<file path="src/rtl/riscv_pkg.sv">
// riscv_pkg: shared widths, NOP encoding and fetch buffer entry type for the RISC-V front end.
package riscv_pkg;
  localparam int XLEN = 32;
  localparam int ADDR_WIDTH = 32;
  localparam logic [XLEN-1:0] RV_NOP = 32'h0000_0013;
  typedef struct packed {
    logic [ADDR_WIDTH-1:0] pc;
    logic [XLEN-1:0]       instr;
    logic                  misaligned;
  } fetch_entry_t;
endpackage

</file>
<file path="src/rtl/fetch_skid_buffer.sv">
// fetch_skid_buffer: 2-entry FIFO of fetch entries with push/pop/flush; flush may coincide with a push.
import riscv_pkg::*;
module fetch_skid_buffer #(
  parameter int DEPTH = 2
) (
  input  logic         clk,
  input  logic         rst_n,
  input  logic         push,
  input  logic         pop,
  input  logic         flush,
  input  fetch_entry_t din,
  output fetch_entry_t head,
  output logic         full,
  output logic         empty
);
  logic [1:0] cnt_q, cnt_d;
  fetch_entry_t e0_q, e0_d, e1_q, e1_d;
  logic pop_ok;
  assign empty  = cnt_q == 2'd0;
  assign full   = cnt_q == 2'(DEPTH);
  assign pop_ok = pop && !empty;
  assign head   = e0_q;
  // e0 is always the head; e1 only holds data when two entries are buffered
  always_comb begin
    cnt_d = cnt_q;
    e0_d  = e0_q;
    e1_d  = e1_q;
    if (flush) begin
      cnt_d = {1'b0, push};
      e0_d  = push ? din : e0_q;
    end else if (pop_ok && push) begin
      e0_d = full ? e1_q : din;
      e1_d = full ? din : e1_q;
    end else if (pop_ok) begin
      e0_d  = e1_q;
      cnt_d = cnt_q - 2'd1;
    end else if (push && !full) begin
      e0_d  = empty ? din : e0_q;
      e1_d  = empty ? e1_q : din;
      cnt_d = cnt_q + 2'd1;
    end
  end
  always_ff @(posedge clk or negedge rst_n) begin
    if (!rst_n) begin
      cnt_q <= 2'd0;
      e0_q  <= '0;
      e1_q  <= '0;
    end else begin
      cnt_q <= cnt_d;
      e0_q  <= e0_d;
      e1_q  <= e1_d;
    end
  end
endmodule

</file>
<file path="src/rtl/instruction_fetch_unit.sv">
// instruction_fetch_unit: PC, next-PC mux (redirect > +4 > hold) and fetch buffer feeding IF/ID.
// FETCH_MISALIGN_TRAP_EN: misaligned redirects push one NOP fault entry and halt fetch until the next redirect.
module instruction_fetch_unit
  import riscv_pkg::fetch_entry_t;
  import riscv_pkg::RV_NOP;
#(
  parameter int                    XLEN         = 32,
  parameter int                    ADDR_WIDTH   = 32,
  parameter logic [ADDR_WIDTH-1:0] RESET_VECTOR = '0,
  parameter int                    BUF_DEPTH    = 2
) (
  input  logic                  clk,
  input  logic                  rst_n,
  output logic [ADDR_WIDTH-1:0] imem_addr,
  input  logic [XLEN-1:0]       imem_instr,
  input  logic                  redirect_valid,
  input  logic [ADDR_WIDTH-1:0] redirect_pc,
  output logic                  if_valid,
  input  logic                  if_ready,
  output logic [ADDR_WIDTH-1:0] if_pc,
  output logic [XLEN-1:0]       if_instr,
  output logic                  if_misaligned
);
  logic [ADDR_WIDTH-1:0] pc_q, pc_d, tgt;
  fetch_entry_t din, head;
  logic push, pop, full, empty;
  assign pop = !empty && if_ready;
`ifdef FETCH_MISALIGN_TRAP_EN
  logic halt_q, halt_d, mis;
  assign mis = redirect_valid && (redirect_pc[1:0] != 2'b00);
  assign tgt = redirect_pc;
  assign push = mis || (!redirect_valid && !halt_q && (!full || pop));
  assign din = mis ? '{pc: redirect_pc, instr: RV_NOP, misaligned: 1'b1}
                   : '{pc: pc_q, instr: imem_instr, misaligned: 1'b0};
  always_comb halt_d = redirect_valid ? mis : halt_q;
  always_ff @(posedge clk or negedge rst_n) begin
    if (!rst_n) halt_q <= 1'b0;
    else        halt_q <= halt_d;
  end
`else
  logic unused_lsb;
  assign unused_lsb = ^redirect_pc[1:0];
  assign tgt = {redirect_pc[ADDR_WIDTH-1:2], 2'b00};
  assign push = !redirect_valid && (!full || pop);
  assign din = '{pc: pc_q, instr: imem_instr, misaligned: 1'b0};
`endif
  always_comb pc_d = redirect_valid ? tgt : (push ? pc_q + ADDR_WIDTH'(4) : pc_q);
  always_ff @(posedge clk or negedge rst_n) begin
    if (!rst_n) pc_q <= RESET_VECTOR;
    else        pc_q <= pc_d;
  end
  fetch_skid_buffer #(.DEPTH(BUF_DEPTH)) u_buf (
    .clk   (clk),
    .rst_n (rst_n),
    .push  (push),
    .pop   (pop),
    .flush (redirect_valid),
    .din   (din),
    .head  (head),
    .full  (full),
    .empty (empty)
  );
  assign imem_addr     = pc_q;
  assign if_valid      = !empty;
  assign if_pc         = head.pc;
  assign if_instr      = head.instr;
  assign if_misaligned = head.misaligned;
endmodule

</file>
<file path="config.mk">
export PLATFORM = sky130hd
export DESIGN_NAME = instruction_fetch_unit
export DESIGN_NICKNAME = d
export VERILOG_FILES = /design/src/rtl/riscv_pkg.sv /design/src/rtl/fetch_skid_buffer.sv /design/src/rtl/instruction_fetch_unit.sv
export SDC_FILE = /design/constraint.sdc
export NUM_CORES = 1
export LEC_CHECK = 0
export CAP_MARGIN = 30
export CORE_ASPECT_RATIO = 0.8
export CORE_MARGIN = 2
export CORE_UTILIZATION = 54
export DETAILED_ROUTE_END_ITERATION = 6
export PLACE_DENSITY = 0.85
export SETUP_SLACK_MARGIN = 0.02
export SLEW_MARGIN = 30
export SYNTH_ARGS = -nofsm -noshare
export SYNTH_HDL_FRONTEND = slang
export SYNTH_SLANG_ARGS = --single-unit
</file>
<file path="constraint.sdc">
create_clock -name clk -period 2.5 [get_ports clk]
set_input_delay 0.375 -clock clk [delete_from_list [all_inputs] [get_ports clk]]
set_output_delay 0.375 -clock clk [all_outputs]
set_load 0.005 [all_outputs]
</file>
* Word level (Yosys, flattened, before mapping)
Cells that the tools add are included.
** Operators by class
- Add/sub/neg operators :: 3
- Equality and inequality tests :: 6
- Mux-type cells :: 18
- Bitwise logic cells :: 1
- Reduce and logical (&&, ||, !) cells :: 18
** Operator list (number)
- 65-bit 2-to-1 mux :: 12
- 32-bit 2-to-1 mux :: 2
- 32-bit by 3-bit adder with 32-bit output (second input constant) :: 1
- 2-bit 2-to-1 mux :: 4
- 4-bit nonzero test :: 2
- 2-bit != test (second input constant) :: 3
- 1-bit logical AND :: 5
- 5-bit AND reduction :: 1
- 2-bit by 1-bit != test with 1-bit output (second input constant) :: 2
- 2-bit nonzero test :: 2
- 1-bit logical NOT :: 3
- 3-bit AND reduction :: 1
- 3-bit nonzero test :: 1
- 2-bit by 1-bit adder with 2-bit output (second input constant) :: 1
- 2-bit equality test (second input constant) :: 1
- 2-bit logical NOT :: 1
- 2-bit AND reduction :: 1
- 2-bit by 1-bit subtractor with 2-bit output (second input constant) :: 1
- 1-bit logical OR :: 1
- 1-bit inverter :: 1
** Word-level totals
- Register bits after elaboration :: 164
- Bits of input ports :: 68
- Output and inout bits :: 98
- Logic and storage cells :: 54

* Logic depth before layout (Yosys ltp)
- Word-level depth :: 10
- Gate-level depth with buffers :: 7
- Depth with buffers taken out :: 6

* Cells and area by module
From an unflattened synthesis, not the netlist that was laid out.
** Second synthesis, totals
- Cells, all modules :: 616
- Area total of the unflattened synthesis :: 7502.2 µm²
** By module, submodules not included
- fetch_skid_buffer :: instances 1, cells each 387, area an instance 5546.6 µm², seq. area each 3303.2 µm²
- instruction_fetch_unit :: instances 1, cells each 229, area an instance 1955.6 µm², seq. area each 750.7 µm²

* Worst setup path before layout
Ideal clock, no wire load.
- Kind :: register to register
- Start :: register pc_q[7], in the netlist imem_addr[7]
- End :: register pc_q[28], in the netlist imem_addr[28]
- Setup time :: 0.125 ns
- Arrival :: 1.617 ns
- Required time :: 2.375 ns
- Slack :: 0.758 ns
- Stages on the path, launching flop included :: 8
- Buffers on the path :: 2
- Period minus slack after synthesis :: 1.742 ns
- Cell sequence :: dfrtp_1 -> buf_2 -> nand3_2 -> nor4_4 -> buf_6 -> nand4_1 -> xnor2_1 -> mux2_2
** Between the ends
- Longest elaborated chain between the ends :: 3
** Ends and longest elaborated chain
- start: declaration :: RTL line instruction_fetch_unit.sv:24 : logic [ADDR_WIDTH-1:0] pc_q, pc_d, tgt;
- start signal: assignment :: RTL line instruction_fetch_unit.sv:50 : else pc_q <= pc_d;
- 32-bit by 3-bit adder with 32-bit output :: RTL line instruction_fetch_unit.sv:47 : always_comb pc_d = redirect_valid ? tgt : (push ? pc_q + ADDR_WIDTH'(4) : pc_q);
- 32-bit 2-to-1 mux (2 in series) :: RTL line instruction_fetch_unit.sv:47
Every way passes these cells. The select of a mux whose other input is x is not followed.
A chain may end at the register's enable or synchronous reset.

* Worst setup path after layout
- Start :: register u_buf.cnt_q[0]
- End :: output if_valid
** Between the ends
- Longest elaborated chain between the ends :: 2
** Ends and longest elaborated chain
- start: declaration :: RTL line fetch_skid_buffer.sv:16 : logic [1:0] cnt_q, cnt_d;
- start signal: assignment :: RTL line fetch_skid_buffer.sv:49 : cnt_q <= cnt_d;
- 2-bit logical NOT :: RTL line fetch_skid_buffer.sv:19 : assign empty = cnt_q == 2'd0;
- 1-bit logical NOT :: RTL line instruction_fetch_unit.sv:64 : assign if_valid = !empty;
- end: declaration :: RTL line instruction_fetch_unit.sv:18 : output logic if_valid,
Every way passes these cells.

==> reports/results.ini <==
[grt]
grt_pass1_wl_um = 31340
first_global_vias = 6217
grt_usage_pct = 28.45
antenna_found_initial = 0
grt-ovfl-total = 0
grt_max_degree = 78

[cells_and_area]
nets = 879
final_layout_size_suffix_gt1_share_pct = 14.34
n_antenna_cell = 0
syn2layout_area_growth_pct = 32.96
n_fill_cell = 845

[detailed_routing]
routed_wirelength_um = 19230
drt_iter0_drc = 543
vias = 5992
drtPass1Iterations = 5
drtAntennaViolNets = 0
wl_per_cell_um = 19.27
vias_per_cell = 6.004
remaining_drc_errors = 0

[synth]
ys_types = 45
synth_mux_area_share_pct = 10.47
synth_top_family_by_area = compound AO/OA/AOI/OAI gates
synth_adder_area_share_pct = 0.1743
synth-compound-area-share_pct = 16.77
synthSimpleGateAreaFrac_pct = 11.14
yosysWarnings = 0
syn_area_um2 = 7179
yosys.area_share.xor_xnor_pct = 3.050
syn_avg_cell_area_um2 = 10.72
synth-seq-area-share_pct = 54.37
ys_seq_elements = 156
synth_cells = 670

[timing]
fmax_ghz = 0.4409
min_period_over_period_pct = 90.72
worstMarginPinSlew_ps = 803.2
slew_headroom_pct = 46.45
finalClockSkew_ps = 9.238
setup_viol = 0
whs_ps = 326.3
rsz0062_at_grt = false
setup_tns_ps = 0
final.setup.worst_slack_ps = 231.9
period_needed_ps = 2268
drv_slew = 0
hold_viol = 0

[clocking]
clk_pin_slew_ps = 60
htree_levels = 4
post-cts-setup-buffers = 0
clock-root-buffer = clkbuf_16
clock_latency_ps = 430
numCtsBuffers = 17
clockBufferDepth = 2
cts_tree = done
cts_sinks = 156
postCtsHoldBufs = 1
ctsResizeCount = 0

[min_path]
hold_path.class = input port to flop

[status]
status = completed

[pwr]
peakVddDrop_uv = 515.0
p_leak_nw = 3.829
p_per_area_nw_per_um2 = 845.8

[run]
max_cap_viol_count = 0

[setup_path]
required_ps = 2120
cp_max_fo = 17
reg2regPathDepth = 6
r2r_start = imem_addr[2]$_DFFE_PN0N_
path_class = flop to output port
start_kind = flop
reg2reg_slack_ps = 290
critPathCaptureType = output port
crit_start = u_buf.cnt_q[0]$_DFFE_PN0P_
reg2reg_to = imem_addr[26]$_DFFE_PN0N_
critical_path_arrival_ps = 1890
critPathCapture = if_valid

[die]
ios = 166
die_h_um = 107.1
core_region_area_um2 = 12920
die_area_um2 = 14240
rows = 37
initial_core_util_pct = 55.58
die_w_um = 132.9

[placed_design]
place_ws_ps = 278.6
io_buffers = 158
dp.final_hpwl_um = 12650
routabilityCongestion = 0.8048

kinds of logic (layout without fill, tap and decap cells):
group,after synthesis,after routing
compound gates,181,181
other cells,1,5
xor+xnor,25,25
fa+ha+maj,1,1
flops,156,156
simple gates,176,176
mux,67,67
buf+inv,63,212
layout by cell type (no fill, tap or decap), types with 5 or more instances in the layout:
cell / Yosys / layout
mux2_2: 57 / 57
nand2_1: 40 / 39
clkbuf_16: 0 / 17
buf_4: 5 / 16
conb_1: 1 / 5
clkbuf_8: 0 / 5
mux2_1: 8 / 8
o21ai_0: 26 / 26
xor2_1: 14 / 14
xnor2_1: 11 / 11
nor2_1: 87 / 87
dfrtp_1: 156 / 156
nand4_1: 10 / 10
nand3_1: 14 / 14
a21oi_1: 44 / 42
o22a_1: 41 / 41
o22ai_1: 41 / 41
a221oi_1: 20 / 20
or3_1: 6 / 6
clkdlybuf4s50_1: 0 / 155
layer usage:
| metal | vias up | track usage [%] | share of wire [%] |
|---|---|---|---|
| met2 | 248 | 45.37 | 49 |
| li1 | 2711 | - | - |
| met1 | 3013 | 37.88 | 42 |
| met5 | - | 0 | 0 |
| met4 | 0 | 10.52 | 1.1 |
| met3 | 20 | 7.376 | 7.2 |
Yosys cell counts, drive strengths merged:
cell type | instances | area (um2)
o22a | 41 | 359.1
and4 | 1 | 10.01
nand2 | 42 | 167.7
mux2 | 65 | 732.0
conb | 1 | 3.750
ha | 1 | 12.51
nand3 | 15 | 80.08
a21o | 1 | 7.510
mux2i | 2 | 20.02
o311ai | 1 | 8.760
clkinv | 1 | 3.750
nor4 | 5 | 46.29
nand4 | 10 | 62.56
nor3b | 1 | 12.51
dfrtp | 156 | 3904
inv | 3 | 11.26
clkbuf | 36 | 136.4
xnor2 | 11 | 96.34
and3 | 1 | 6.260
o22ai | 41 | 256.5
and2 | 1 | 6.260
a2bb2oi | 1 | 8.760
nor3 | 4 | 20.02
xor2 | 14 | 122.6
buf | 23 | 133.9
o21ai | 28 | 140.1
a21oi | 45 | 229.0
a31oi | 3 | 18.77
or3 | 6 | 37.54
or2 | 2 | 12.52
a221oi | 20 | 175.2
nor2 | 88 | 337.8
metrics by stage:
| stage | area [um2] | utilization, % | std cells | total power, mW |
|---|---|---|---|---|
| CTS | 9545 | 73.90 | 998 | 8.101 |
| global placement | 8896 | 68.88 | 965 | 5.198 |
| floorplan | 7194 | - | 674 | 4.366 |
| detailed placement | 8896 | 68.88 | 965 | 5.320 |
| global route | 9545 | 73.90 | 998 | 8.449 |
| finish | 9545 | 73.90 | 998 | 8.073 |
report_power, final:
part | switching [mW] | total (mW) | internal (mW)
registers | 0.411 | 3.51 | 3.10
logic | 0.723 | 1.78 | 1.06
clock network | 0.973 | 2.77 | 1.80
total | 2.11 | 8.07 | 5.97
critical path, stage by stage (launching register included):
cell and delay [ps]:
dfrtp_1 450, or2_2 430, clkdlybuf4s50_1 590
registers in the layout (all words and copies together), names as in the netlist:
signal	cells
u_buf.head	62
u_buf.e1_q	62
imem_addr	30
u_buf.cnt_q	2
worst min-delay path by stage:
stage,start,endpoint,depth (start not counted)
final,redirect_valid,u_buf.cnt_q[1]$_DFFE_PN0P_,2
after global routing,redirect_valid,u_buf.cnt_q[0]$_DFFE_PN0P_,2
after CTS,redirect_valid,u_buf.cnt_q[0]$_DFFE_PN0P_,2
after detailed placement,rst_n,imem_addr[9]$_DFFE_PN0N_,1
after global placement,rst_n,u_buf.head[44]$_DFFE_PN0P_,1
after floorplan,rst_n,imem_addr[10]$_DFFE_PN0N_,0
layout make-up:
cell class | instances | area (um2) | area share, %
Multi-Input combinational cell | 455 | 3030 | 31.75
Clock inverter | 6 | 130.1 | 1.363
Timing Repair Buffer | 176 | 1738 | 18.21
Inverter | 4 | 15.01 | 0.1573
Clock buffer | 26 | 509.2 | 5.335
Sequential cell | 156 | 3904 | 40.90
Tap cell | 175 | 219.0 | 2.294
(Power assumes the default switching activity.)
